<file path="src/rtl/jt007232_romarb_slot.sv">
// jt007232_romarb_slot: one-entry tag/data cache for a single ROM client
module jt007232_romarb_slot #(
  parameter int AW = 17,
  parameter int DW = 8
) (
  input  logic          clk,
  input  logic          rst_n,
  input  logic [AW-1:0] addr,
  input  logic          cs,
  input  logic          wr,
  input  logic [AW-1:0] wr_addr,
  input  logic [DW-1:0] wr_data,
  output logic [DW-1:0] dout,
  output logic          ok,
  output logic          miss
);
  logic [AW-1:0] tag_q, tag_d;
  logic [DW-1:0] data_q, data_d;
  logic          valid_q, valid_d;
  always_comb begin
    tag_d   = wr ? wr_addr : tag_q;
    data_d  = wr ? wr_data : data_q;
    valid_d = wr | valid_q;
  end
  always_ff @(posedge clk) begin
    if (!rst_n) begin
      tag_q   <= '0;
      data_q  <= '0;
      valid_q <= 1'b0;
    end else begin
      tag_q   <= tag_d;
      data_q  <= data_d;
      valid_q <= valid_d;
    end
  end
  assign ok   = cs & valid_q & (tag_q == addr);
  assign miss = cs & ~ok;
  assign dout = data_q;
endmodule

</file>
<file path="src/rtl/jt007232_romarb.sv">
// jt007232_romarb: round-robin arbiter sharing one ROM port between two cached clients
module jt007232_romarb #(
  parameter int AW = 17,
  parameter int DW = 8
) (
  input  logic          clk,
  input  logic          rst_n,
  input  logic [AW-1:0] a_addr,
  input  logic          a_cs,
  output logic [DW-1:0] a_dout,
  output logic          a_ok,
  input  logic [AW-1:0] b_addr,
  input  logic          b_cs,
  output logic [DW-1:0] b_dout,
  output logic          b_ok,
  output logic [AW-1:0] mem_addr,
  output logic          mem_cs,
  input  logic [DW-1:0] mem_dout,
  input  logic          mem_ok
);
  typedef enum logic {IDLE, WAIT} state_t;
  state_t        state_q;
  logic          owner_q, last_q, armed_q, mem_cs_q;
  logic [AW-1:0] mem_addr_q;
  logic          a_miss, b_miss, grant_b, accept;
  // armed_q masks mem_ok during the first cycle mem_cs is high
  assign accept  = (state_q == WAIT) & armed_q & mem_cs_q & mem_ok;
  assign grant_b = b_miss & (~a_miss | ~last_q);
  jt007232_romarb_slot #(.AW(AW), .DW(DW)) u_a (
    .clk(clk), .rst_n(rst_n), .addr(a_addr), .cs(a_cs),
    .wr(accept & ~owner_q), .wr_addr(mem_addr_q), .wr_data(mem_dout),
    .dout(a_dout), .ok(a_ok), .miss(a_miss)
  );
  jt007232_romarb_slot #(.AW(AW), .DW(DW)) u_b (
    .clk(clk), .rst_n(rst_n), .addr(b_addr), .cs(b_cs),
    .wr(accept & owner_q), .wr_addr(mem_addr_q), .wr_data(mem_dout),
    .dout(b_dout), .ok(b_ok), .miss(b_miss)
  );
  always_ff @(posedge clk) begin
    if (!rst_n) begin
      state_q    <= IDLE;
      owner_q    <= 1'b0;
      last_q     <= 1'b1;
      armed_q    <= 1'b0;
      mem_cs_q   <= 1'b0;
      mem_addr_q <= '0;
    end else if (state_q == IDLE) begin
      armed_q <= 1'b0;
      if (a_miss | b_miss) begin
        state_q    <= WAIT;
        owner_q    <= grant_b;
        mem_cs_q   <= 1'b1;
        mem_addr_q <= grant_b ? b_addr : a_addr;
      end
    end else begin
      armed_q <= 1'b1;
      if (accept) begin
        state_q  <= IDLE;
        mem_cs_q <= 1'b0;
        last_q   <= owner_q;
      end
    end
  end
  assign mem_cs   = mem_cs_q;
  assign mem_addr = mem_addr_q;
endmodule

</file>
<file path="config.mk">
export PLATFORM = sky130hd
export DESIGN_NAME = jt007232_romarb
export DESIGN_NICKNAME = d
export VERILOG_FILES = /design/src/rtl/jt007232_romarb_slot.sv /design/src/rtl/jt007232_romarb.sv
export SDC_FILE = /design/constraint.sdc
export NUM_CORES = 1
export LEC_CHECK = 0
export CORE_MARGIN = 5
export CORE_UTILIZATION = 47
export DETAILED_ROUTE_END_ITERATION = 6
export GPL_TIMING_DRIVEN = 1
export HOLD_SLACK_MARGIN = 0.06
export PLACE_DENSITY_LB_ADDON = 0.25
export SLEW_MARGIN = 5
export SYNTH_ARGS = -nofsm -noshare
export SYNTH_HDL_FRONTEND = slang
export SYNTH_SLANG_ARGS = --single-unit
</file>
<file path="constraint.sdc">
create_clock -name clk -period 5 [get_ports clk]
set_input_delay 0.5 -clock clk [delete_from_list [all_inputs] [get_ports clk]]
set_output_delay 0.5 -clock clk [all_outputs]
set_load 0.02 [all_outputs]
</file>
==> flow_summary_export.csv <==
group,metric,value,unit
run_status,status,"complete, no violations",
power_and_ir_drop,leakage,1.53,nW
clock_network,clockBufferDepth,2,
clock_network,holdBufCountCts,0,
yosys,synth_most_common_cell,"nand2_1",
place,dp_hpwl,6870,µm
sta,setup_viol,0,
finish,post-route-util,0.652,
sta,min_period_over_period,0.633,
clock_network,clk_latency,0.35,ns
sta,rsz0062_at_grt,"false",
yosys,synth_warnings,0,
finish,n_fill_cell,592,
critical_path,crit_path_max_fanout,2,
yosys,synth-seq-area-share,0.442,
clock_network,h-tree-depth,3,
clock_network,cts_buffers,9,
critical_path,startpoint_type,"primary input",
die,core,6870,µm²
global_routing,antenna_found_initial,0,
power_and_ir_drop,peakVddDrop,286,µV
critical_path,critPathCaptureType,"output pin",
global_routing,grt_pass1_vias,3176,
clock_network,cts_setup_buffers,0,
sta,relSlewSlack,0.166,
global_routing,grt_max_degree,73,
yosys,synth_top_area_share,0.442,
yosys,ys_top_cells_by_count,"nand2_1, dfxtp_1, a21oi_1",
yosys,synth_area_leaders,"dfxtp_1, nand2_1, a21oi_1",
yosys,synth.largest_area_cell,"dfxtp_1",
clock_network,path_clk_slew,0.07,ns
global_routing,grt_use_total,0.225,
finish,final_nets,529,
drt,drc,0,
sta,worstMarginPinSlew,1.25,ns
place,gp_congestion,0.921,
drt,postRouteAntennaNets,0,
sta,skew,0.00874,ns
yosys,async_flop_share,0,
critical_path,crit_type,"in -> out",
sta,hold_viol,0,
place,numPortBuffers,82,
sta,holdWs,0.455,ns
die,die_y,94.5,µm
yosys,synth_cell_types,40,
sta,drv_slew,0,
yosys,syn_avg_cell_area,8.12,µm²
die,start_util,0.488,
yosys,netlist_area,3350,µm²
min_path,hold_class,"reg -> reg",
yosys,synth_edf_count,0,
clock_network,root_buffer,"clkbuf_8",
drt,dr.pass1.iters,5,
finish,multi_input_area,1730,µm²
drt,dr_wl_met2,4750,µm
global_routing,grt_overflow,0,
global_routing,grt_pass1_wl,15600,µm
drt,drt-met1-wl,4260,µm
clock_network,cts_resized,0,
drt,top_layer,"met4",
yosys,ys.flop_type,"dfxtp_1",
die,ios,83,
finish,antenna_cells,0,
drt,dr_total_vias,3327,
clock_network,cts_tree,"yes",
finish,seqCellArea,1480,µm²
clock_network,cts_sinks,74,
die,dieArea,8920,µm²
die,die_w,94.5,µm
drt,avgRoutedWirePerCell,17.1,µm
finish,drive_above_1_share,0.0616,
critical_path,crit_arrival,2.66,ns
place,dp.cells,567,
power_and_ir_drop,power_density,330,nW/µm²
yosys,syn-num-nets,460,
sta,fin_setup_tns,0,ns
yosys,synthCells,413,
power_and_ir_drop,total_power,0.00148,W
sta,fmax,316,MHz
sta,layout_min_cycle_time,3.16,ns
run,cap_violations,0,
finish,finalNonFillerCells,583,
drt,routed-wl-met3,749,µm
critical_path,cp.required,4.50,ns
yosys,ys_ff_latch,74,
finish,area_growth,33.5,%
die,row_count,30,
drt,finalWirelength,9980,µm
drt,drtIter0Drc,150,
drt,vias_per_cell,5.71,
-- report_power, final --
part           total (W)  switching [W]  internal [W]
Sequential      0.000631      0.0000233      0.000608
Clock           0.000651       0.000228      0.000423
Combinational   0.000194       0.000103     0.0000910
-- cells by family (layout without fill, tap and decap cells) --
kind of cell | Yosys count | in the layout | synth area share
AO/OA/AOI/OAI | 94 | 94 | 0.172
XOR/XNOR | 34 | 34 | 0.0888
buffers and inverters | 31 | 105 | 0.0444
flip-flops | 74 | 74 | 0.442
AND/OR/NAND/NOR | 180 | 180 | 0.253
-- flip-flops by register name, summed over array words and instances (netlist names) --
| signal | flops |
|---|---|
| u_a.dout | 8 |
| last_q | 1 |
| u_b.valid_q | 1 |
| state_q | 1 |
| mem_cs | 1 |
| u_a.tag_q | 17 |
| u_b.dout | 8 |
| u_a.valid_q | 1 |
| owner_q | 1 |
| mem_addr | 17 |
| armed_q | 1 |
| u_b.tag_q | 17 |
-- cell type report --
cell class	instances	area share
Multi-Input combinational cell	308	0.386
Inverter	3	0.00251
Tap cell	96	0.0268
Timing Repair Buffer	86	0.190
Sequential cell	74	0.331
Clock buffer	12	0.0369
Clock inverter	4	0.0268
-- worst max-delay path, stage by stage --
cell and delay [ns]:
clkdlybuf4s50_1 0.45, xnor2_1 0.31, and4_1 0.24, nand3_1 0.14, nor4_1 0.36, clkdlybuf4s50_1 0.67
-- cell usage in the layout, fill, tap and decap left out, types with 4 or more instances in the layout --
cell type        netlist  final
a21oi_1               54     54
a311oi_1              17     16
buf_4                  3      4
bufinv_16              0      4
clkbuf_8               0     12
clkdlybuf4s50_1        0     82
dfxtp_1               74     74
nand2_1              106    106
nand2b_1               4      4
nand3_1               19     19
nor2_1                 7      7
nor3_1                20     20
nor4_1                 6      6
o21ai_0               16     16
xnor2_1               14     14
xor2_1                20     20
-- per-stage QoR --
| step | setup WS, ns | area [µm²] |
|---|---|---|
| after floorplan | 2.69 | 3350 |
| after global placement | 1.85 | 4190 |
| after detailed placement | 1.79 | 4190 |
| after CTS | 1.83 | 4480 |
| after global routing | 1.72 | 4480 |
| final | 1.84 | 4480 |
-- path summary, 6_finish.rpt --
check | from | endpoint | slack [ns] | cells past startpoint
setup / recovery | b_addr[13] | b_ok | 1.84 | 6
hold / removal | u_a.dout[7]$_SDFFE_PN0P_ | u_a.dout[7]$_SDFFE_PN0P_ | 0.46 | 2
setup reg to reg | u_a.tag_q[1]$_SDFFE_PN0P_ | mem_addr[11]$_SDFFE_PN0P_ | 2.38 | 6
hold reg to reg | u_a.dout[7]$_SDFFE_PN0P_ | u_a.dout[7]$_SDFFE_PN0P_ | 0.46 | 2
-- metal layers --
| metal | GRT usage | up-vias |
|---|---|---|
| li1 | - | 1567 |
| met1 | 0.297 | 1578 |
| met2 | 0.362 | 162 |
| met3 | 0.0367 | 20 |
| met4 | 0.0962 | 0 |
| met5 | 0 | - |
(Power assumes the default switching activity.)
